<file path="config.mk">
export PLATFORM = sky130hd
export DESIGN_NAME = imm_gen_pipe
export DESIGN_NICKNAME = d
export VERILOG_FILES = /design/src/rtl/imm_gen_pkg.sv /design/src/rtl/imm_gen_skid.sv /design/src/rtl/imm_gen_pipe.sv
export SDC_FILE = /design/constraint.sdc
export NUM_CORES = 1
export LEC_CHECK = 0
export ABC_CLOCK_PERIOD_IN_PS = 2600
export CORE_ASPECT_RATIO = 0.7
export CORE_MARGIN = 3
export CORE_UTILIZATION = 52
export CTS_CLUSTER_DIAMETER = 50
export CTS_CLUSTER_SIZE = 8
export DETAILED_ROUTE_END_ITERATION = 7
export PLACE_DENSITY_LB_ADDON = 0.15
export SLEW_MARGIN = 15
export SYNTH_ARGS = -nofsm -noshare
export SYNTH_HDL_FRONTEND = slang
export SYNTH_SLANG_ARGS = --single-unit
</file>
<file path="constraint.sdc">
create_clock -name clock -period 2.6 [get_ports clock]
set_input_delay 0.39 -clock clock [delete_from_list [all_inputs] [get_ports clock]]
set_output_delay 0.39 -clock clock [all_outputs]
set_load 0.05 [all_outputs]
</file>
<file path="src/rtl/imm_gen_pkg.sv">
// Shared immediate-format encodings, RV opcodes and the combinational immediate decoder.
package imm_gen_pkg;

  typedef enum logic [2:0] {
    FMT_NONE  = 3'd0,
    FMT_I     = 3'd1,
    FMT_S     = 3'd2,
    FMT_B     = 3'd3,
    FMT_U     = 3'd4,
    FMT_J     = 3'd5,
    FMT_SHAMT = 3'd6
  } fmt_t;

  localparam logic [6:0] OP_LOAD   = 7'b0000011;
  localparam logic [6:0] OP_IMM    = 7'b0010011;
  localparam logic [6:0] OP_STORE  = 7'b0100011;
  localparam logic [6:0] OP_BRANCH = 7'b1100011;
  localparam logic [6:0] OP_JALR   = 7'b1100111;
  localparam logic [6:0] OP_JAL    = 7'b1101111;
  localparam logic [6:0] OP_LUI    = 7'b0110111;
  localparam logic [6:0] OP_AUIPC  = 7'b0010111;

  typedef struct packed {
    fmt_t        fmt;
    logic [63:0] imm;
  } dec_t;

  // Always produces a 64-bit result; narrower datapaths keep the low bits,
  // which is exactly sign/zero extension to that width.
  function automatic dec_t decode_imm(input logic [31:0] instr, input int xlen);
    dec_t       d;
    logic [2:0] f3;
    d.fmt = FMT_NONE;
    d.imm = '0;
    f3    = instr[14:12];
    case (instr[6:0])
      OP_LOAD, OP_JALR: begin
        d.fmt = FMT_I;
        d.imm = {{52{instr[31]}}, instr[31:20]};
      end
      OP_IMM: begin
        if (f3 == 3'b001 || f3 == 3'b101) begin
          // funct6/funct7 bits above the shift amount are masked off
          d.fmt = FMT_SHAMT;
          d.imm = (xlen == 64) ? {58'd0, instr[25:20]} : {59'd0, instr[24:20]};
        end else begin
          d.fmt = FMT_I;
          d.imm = {{52{instr[31]}}, instr[31:20]};
        end
      end
      OP_STORE: begin
        d.fmt = FMT_S;
        d.imm = {{52{instr[31]}}, instr[31:25], instr[11:7]};
      end
      OP_BRANCH: begin
        d.fmt = FMT_B;
        d.imm = {{51{instr[31]}}, instr[31], instr[7], instr[30:25], instr[11:8], 1'b0};
      end
      OP_LUI, OP_AUIPC: begin
        d.fmt = FMT_U;
        d.imm = {{32{instr[31]}}, instr[31:12], 12'd0};
      end
      OP_JAL: begin
        d.fmt = FMT_J;
        d.imm = {{43{instr[31]}}, instr[31], instr[19:12], instr[20], instr[30:21], 1'b0};
      end
      default: ;
    endcase
    return d;
  endfunction

endpackage

</file>
<file path="src/rtl/imm_gen_skid.sv">
// Valid/ready output register plus a one-entry skid; 1-cycle latency, FIFO order.
// in_ready is a registered flag (no combinational path from out_ready); flush empties both entries.
module imm_gen_skid #(
  parameter int W = 8
) (
  input  logic         clock,
  input  logic         reset,
  input  logic         flush,
  input  logic         in_valid,
  output logic         in_ready,
  input  logic [W-1:0] in_data,
  output logic         out_valid,
  input  logic         out_ready,
  output logic [W-1:0] out_data
);

  logic         rdy_q;
  logic         skid_full, skid_full_nx;
  logic         out_valid_nx;
  logic [W-1:0] skid_data, skid_data_nx;
  logic [W-1:0] out_data_nx;
  logic         acc;
  logic         load_out;

  assign in_ready = rdy_q;
  assign acc      = in_valid && rdy_q;
  assign load_out = !out_valid || out_ready;

  always_comb begin
    out_valid_nx = out_valid;
    out_data_nx  = out_data;
    skid_full_nx = skid_full;
    skid_data_nx = skid_data;
    if (flush) begin
      out_valid_nx = 1'b0;
      skid_full_nx = 1'b0;
    end else if (load_out) begin
      if (skid_full) begin
        out_valid_nx = 1'b1;
        out_data_nx  = skid_data;
        skid_full_nx = acc;
        if (acc) skid_data_nx = in_data;
      end else begin
        out_valid_nx = acc;
        if (acc) out_data_nx = in_data;
      end
    end else if (acc) begin
      skid_full_nx = 1'b1;
      skid_data_nx = in_data;
    end
  end

  always_ff @(posedge clock) begin
    if (reset) begin
      rdy_q     <= 1'b0;
      out_valid <= 1'b0;
      out_data  <= '0;
      skid_full <= 1'b0;
      skid_data <= '0;
    end else begin
      rdy_q     <= !skid_full_nx;
      out_valid <= out_valid_nx;
      out_data  <= out_data_nx;
      skid_full <= skid_full_nx;
      skid_data <= skid_data_nx;
    end
  end

  // Accept-with-full-skid during a drain is unreachable while in_ready tracks !skid_full.
  a_no_full_accept: assert property (@(posedge clock) disable iff (reset)
    !(acc && skid_full && out_valid && out_ready));

endmodule

</file>
<file path="src/rtl/imm_gen_pipe.sv">
// Pipelined RV immediate generator: 1-cycle latency, 1/cycle throughput, skid-buffered backpressure.
// Optional IMM_GEN_ILLEGAL_EN adds out_illegal and a saturating illegal_count.
module imm_gen_pipe
  import imm_gen_pkg::*;
#(
  parameter int XLEN  = 64,
  parameter int TAG_W = 32
) (
  input  logic             clock,
  input  logic             reset,
  input  logic             flush,
  input  logic             in_valid,
  output logic             in_ready,
  input  logic [31:0]      in_instr,
  input  logic [TAG_W-1:0] in_tag,
  output logic             out_valid,
  input  logic             out_ready,
  output logic [XLEN-1:0]  out_imm,
  output logic [2:0]       out_fmt,
`ifdef IMM_GEN_ILLEGAL_EN
  output logic             out_illegal,
  output logic [15:0]      illegal_count,
`endif
  output logic [TAG_W-1:0] out_tag
);

  dec_t dec;
  logic unused_dec;

  assign dec        = decode_imm(in_instr, XLEN);
  assign unused_dec = ^dec.imm;

`ifdef IMM_GEN_ILLEGAL_EN
  localparam int PW = 4 + XLEN + TAG_W;
  logic illegal;
  assign illegal = (dec.fmt == FMT_NONE) || (in_instr[1:0] != 2'b11);
`else
  localparam int PW = 3 + XLEN + TAG_W;
`endif

  logic [PW-1:0] in_pay, out_pay;

`ifdef IMM_GEN_ILLEGAL_EN
  assign in_pay = {illegal, dec.fmt, dec.imm[XLEN-1:0], in_tag};
  assign {out_illegal, out_fmt, out_imm, out_tag} = out_pay;

  // Counted at accept; words dropped by a flush in the same cycle are not counted.
  always_ff @(posedge clock) begin
    if (reset) begin
      illegal_count <= '0;
    end else if (!flush && in_valid && in_ready && illegal && illegal_count != 16'hFFFF) begin
      illegal_count <= illegal_count + 16'd1;
    end
  end
`else
  assign in_pay = {dec.fmt, dec.imm[XLEN-1:0], in_tag};
  assign {out_fmt, out_imm, out_tag} = out_pay;
`endif

  imm_gen_skid #(.W(PW)) u_skid (
    .clock     (clock),
    .reset     (reset),
    .flush     (flush),
    .in_valid  (in_valid),
    .in_ready  (in_ready),
    .in_data   (in_pay),
    .out_valid (out_valid),
    .out_ready (out_ready),
    .out_data  (out_pay)
  );

endmodule

</file>
After elaboration in Yosys (flattened, before gate mapping)
Index checks and enable logic that the tools add are counted.
{"block": "totals", "reg_bits": 201, "latch_bits": 0, "mem_bits_rw": 0, "romBits": 0, "input_bits": 69, "out_inout_bits": 101, "elab_cells": 40, "mem_count": 0}
{"block": "classes", "add_sub_neg": 0, "multipliers": 0, "div": 0, "n_lt_le_gt_ge": 0, "eq_ne": 11, "shifts": 0, "n_mux": 12, "bitwise": 1, "reduce_logical": 11}
{"cell": "$mux 99", "count": 5}
{"cell": "$pmux 67 s6", "count": 1}
{"cell": "$mux 67", "count": 1}
{"cell": "$eq 7x7->1 const B", "count": 3}
{"cell": "$eq 7x5->1 const B", "count": 2}
{"cell": "$eq 7x6->1 const B", "count": 2}
{"cell": "$eq 7x2->1 const B", "count": 1}
{"cell": "$reduce_or 2->1", "count": 3}
{"cell": "$mux 1", "count": 5}
{"cell": "$eq 3x1->1 const B", "count": 1}
{"cell": "$eq 3x3->1 const B", "count": 1}
{"cell": "$reduce_and 3->1", "count": 1}
{"cell": "$logic_not 1->1", "count": 2}
{"cell": "$logic_or 1x1->1", "count": 2}
{"cell": "$ne 2x1->1 const B", "count": 1}
{"cell": "$reduce_and 2->1", "count": 1}
{"cell": "$reduce_bool 2->1", "count": 1}
{"cell": "$logic_and 1x1->1", "count": 1}
{"cell": "$not 1->1", "count": 1}

Longest topological paths before layout
{"block": "logic_depth", "word_depth": 7, "depth_mapped": 7, "depth_no_buf": 5}

Modules after synthesis
A second synthesis with hierarchy kept.
{"block": "unflattened", "hier_cells": 1082, "area_unflattened_um2": 10203.5}
{"module": "imm_gen_skid", "n_inst": 1, "cells_each": 1005, "area_per_inst_um2": 9656.8, "seq_area_each_um2": 4023.9}
{"module": "imm_gen_pipe", "n_inst": 1, "cells_each": 77, "area_per_inst_um2": 546.8, "seq_area_each_um2": 0.0}

Worst setup path before layout
Ideal clock, no wire load.
{"block": "synth_path", "path_type": "reg2reg", "start": "reg u_skid.rdy_q (netlist: u_skid.in_ready)", "end": "reg u_skid.out_data[62]", "setup_ns": 0.122, "t_arrival_ns": 1.835, "t_required_ns": 2.478, "setup_slack_ns": 0.643, "stages_incl_launch_ff": 7, "path_buffers": 1, "period_less_slack_ns": 1.957, "path_cell_list": "dfxtp_1 -> a21oi_1 -> or3_1 -> buf_2 -> nand2_1 -> a21oi_1 -> a311o_1"}
{"block": "synth_via", "elab_chain_len": 3}
{"element": "start: declaration", "line_no": "imm_gen_skid.sv:17", "text": "logic rdy_q;"}
{"element": "start signal: assignment", "line_no": "imm_gen_skid.sv:61", "text": "rdy_q <= !skid_full_nx;"}
{"element": "$logic_and 1x1->1", "line_no": "imm_gen_skid.sv:26", "text": "assign acc = in_valid && rdy_q;"}
{"element": "$reduce_bool 2->1 (no line)"}
{"element": "$reduce_and 3->1 (no line)"}
{"element": "end signal: assignment", "line_no": "imm_gen_skid.sv:63", "text": "out_data <= out_data_nx;"}
{"element": "end: declaration", "line_no": "imm_gen_skid.sv:14", "text": "output logic [W-1:0] out_data"}
Every way passes these cells.
A chain may end at the register's enable or synchronous reset.

==> qor.tcl <==
set qor(synth_seq_area_share) 0.447
set qor(detail-route-antenna-nets) 0
set qor(postSynth.asyncResetShare) 0
set qor(critical_path_buf_inv_count) 2
set qor(number_of_library_cell_types_mapped_by_synthesis) 56
set qor(total_power_of_the_final_layout_mw) 5.19
set qor(cts-htree-levels) 4
set qor(final-instance-count-excl-fill) 1008
set qor(number_of_antenna_violations_at_the_first_check_in_global_routing) 0
set qor(cp_slowest_stage_delay_ns) 0.86
set qor(worst-path-max-fanout) 33
set qor(power_leakage_nw) 2.83
set qor(drcViolationCount) 0
set qor(final_nets) 911
set qor(final_max_slew_viol_count) 0
set qor(timing.setup.tns_ns) 0
set qor(power.density_mw_per_mm2) 620
set qor(yosysTopAreaCellShare) 0.447
set qor(cts.hold.buffers_added) 0
set qor(timing.critical_path.to_type) {primary output}
set qor(clock_sink_count) 137
set qor(clk_path_buf_depth) 2
set qor(period_share) 0.883
set qor(vias) 5776
set qor(vias_per_cell) 5.73
set qor(synth_top_cells_by_count) {sky130_fd_sc_hd__dfxtp_1 (137), sky130_fd_sc_hd__nand2_1 (98), sky130_fd_sc_hd__a21oi_1 (86)}
set qor(top_level_ports) 170
set qor(design.core.area_mm2) 0.0113
set qor(cap_viol_max_count) 0
set qor(grt.total_usage) 0.255
set qor(dieArea_mm2) 0.0132
set qor(netlist.top_cell.by_area) {sky130_fd_sc_hd__dfxtp_1}
set qor(clock-root-buffer) {sky130_fd_sc_hd__clkbuf_16}
set qor(grt_max_degree) 63
set qor(synth_edf_count) 0
set qor(reg_to_reg_slack_setup_ns) 0.67
set qor(worst_ep_required_time_ns) 2.21
set qor(drt-wirelength-per-cell_um) 16.6
set qor(worst_path_max_delay_cell) {sky130_fd_sc_hd__clkdlybuf4s50_1}
set qor(post_synth_main_area_contributors) {sky130_fd_sc_hd__dfxtp_1 (45%), sky130_fd_sc_hd__a21oi_1 (7.0%), sky130_fd_sc_hd__nand2_1 (6.0%)}
set qor(grt.overflow.total) 0
set qor(port_buffers) 169
set qor(dieWidth_um) 136
set qor(numCtsBuffers) 17
set qor(crit_chain) {buf_4, clkdlybuf4s50_1}
set qor(main_flop_type_after_synthesis) {sky130_fd_sc_hd__dfxtp_1}
set qor(setup-violations-final) 0
set qor(syn-instance-count) 721
set qor(worst_setup_hold_path_clk_slew_ns) 0.06
set qor(syn_nets) 790
set qor(cts_tree) {done}
set qor(min_period_ns) 2.30
set qor(grt_setup_unrepaired) {false}
set qor(timing.slew.headroom) 0.505
set qor(worst-endpoint-arrival_ns) 1.91
set qor(max-vdd-ir-drop_v) 0.000522
set qor(die_h_um) 96.9
set qor(drt-pass1-iter-count) 6
set qor(post_synth_instance_area_mm2) 0.00614
set qor(synthesis.yosys.warnings) 0
set qor(hold_class) {primary input to register}
set qor(worst_skew_pair.late_latency_ns) 0.41
set qor(diodes) 0
set qor(max_clock_freq_mhz) 436
set qor(post_place_cells) 976
set qor(cts_resized) 0
set qor(worst-slew-pin-transition_ns) 0.740
set qor(cpLargestDelayFamily) {buffers and inverters}
set qor(finalHoldViolCount) 0
set qor(finalWirelength_um) 16800
set qor(path_class) {register to primary output}
set qor(grt_first_pass_wirelength_um) 27300
set qor(layout_area_overhead_pct) 36.5
set qor(final.setup_skew_ns) 0.0133
set qor(start_kind) {register}
set qor(floorplan.initialDensity) 0.546
set qor(run_status) {complete, no violations}
set qor(postCtsSetupBuffers) 0
set qor(core.rowCount) 32
set qor(place_hpwl_um) 11200
set qor(synth_most_common_cell) {sky130_fd_sc_hd__dfxtp_1}
set qor(first_global_vias) 5464
set qor(synth_seq_cells) 137
set qor(synth.avg_cell_area_um2) 8.51
set qor(place.gp.congestion) 0.817
set qor(final_layout_size_suffix_gt1_frac) 0.0982
set qor(dr.first_iter.drc_count) 396
[logic make-up after synthesis]
kind of cell	Yosys count	synth area share
and+or+nand+nor	240	0.180
buffers and inverters	96	0.0854
AOI/OAI and AO/OA	215	0.234
muxes	32	0.0522
adders and majority gates	1	0.00163
DFF	137	0.447
[cells in the final DEF, fill, tap and decap left out, types with 4 or more instances in the layout]
master / netlist / routed
sky130_fd_sc_hd__mux2i_1: 32 / 32
sky130_fd_sc_hd__o2bb2ai_1: 5 / 5
sky130_fd_sc_hd__a31oi_1: 4 / 4
sky130_fd_sc_hd__o21ai_0: 12 / 12
sky130_fd_sc_hd__nor2_1: 69 / 69
sky130_fd_sc_hd__nand2_1: 98 / 98
sky130_fd_sc_hd__a211oi_1: 48 / 48
sky130_fd_sc_hd__a21oi_1: 86 / 86
sky130_fd_sc_hd__a311o_1: 11 / 11
sky130_fd_sc_hd__o21ai_1: 16 / 16
sky130_fd_sc_hd__a21o_1: 8 / 8
sky130_fd_sc_hd__a211oi_2: 10 / 10
sky130_fd_sc_hd__and3_1: 7 / 7
sky130_fd_sc_hd__clkdlybuf4s50_1: 0 / 168
sky130_fd_sc_hd__dfxtp_1: 137 / 136
sky130_fd_sc_hd__clkbuf_16: 0 / 18
sky130_fd_sc_hd__buf_4: 33 / 23
sky130_fd_sc_hd__nor2b_1: 7 / 7
sky130_fd_sc_hd__nand3_1: 20 / 20
sky130_fd_sc_hd__nor3_1: 13 / 13
sky130_fd_sc_hd__inv_1: 5 / 5
[path summary, 6_finish.rpt]
| path | from | end | cells past startpoint |
|---|---|---|---|
| min | reset | u_skid.skid_data[47]$_SDFFE_PP0P_ | 2 |
| max reg2reg | u_skid.skid_full$_SDFF_PP0_ | u_skid.out_data[53]$_SDFFE_PP0P_ | 6 |
| max | u_skid.out_data[95]$_SDFFE_PP0P_ | out_imm[58] | 2 |
| min reg2reg | u_skid.out_data[97]$_SDFFE_PP0P_ | u_skid.out_data[97]$_SDFFE_PP0P_ | 2 |
[area by class of cell]
class	instances	area, um^2
Clock buffer	22	495
Fill cell	810	2870
Tap cell	153	191
Clock inverter	10	138
Sequential cell	137	2750
Inverter	5	18.8
Multi-Input combinational cell	488	2900
Timing Repair Buffer	193	1890
[layer usage]
layer,vias to the layer above,global-route usage,routed length [um]
li1,2767,-,-
met1,2739,0.348,7310
met2,247,0.397,7830
met3,23,0.0582,1330
met4,0,0.0875,312
met5,-,0,0
[registers in the layout, summed over array words and instances, names as in the netlist]
signal and cells:
u_skid.in_ready 1, u_skid.out_data 67, u_skid.out_valid 1, u_skid.skid_data 67, u_skid.skid_full 1
[report_power, final]
part           switching [mW]  internal, mW  total, mW  leakage [nW]
combinational           0.300         0.205      0.505          1.41
sequential             0.0194          2.13       2.15          1.11
clock                   0.892          1.64       2.54         0.308
[metrics by stage]
step           hold slack [ns]  utilization  area (um^2)  setup slack, ns
3_5_place_dp             0.444        0.689         7750            0.223
5_1_grt                  0.316        0.745         8380            0.226
4_1_cts                  0.303        0.745         8380            0.291
2_1_floorplan            0.427            -         6140            0.643
3_3_place_gp             0.434        0.689         7750            0.246
6_report                 0.320        0.745         8380            0.304
Note: power is estimated with default switching activity, not from simulation.
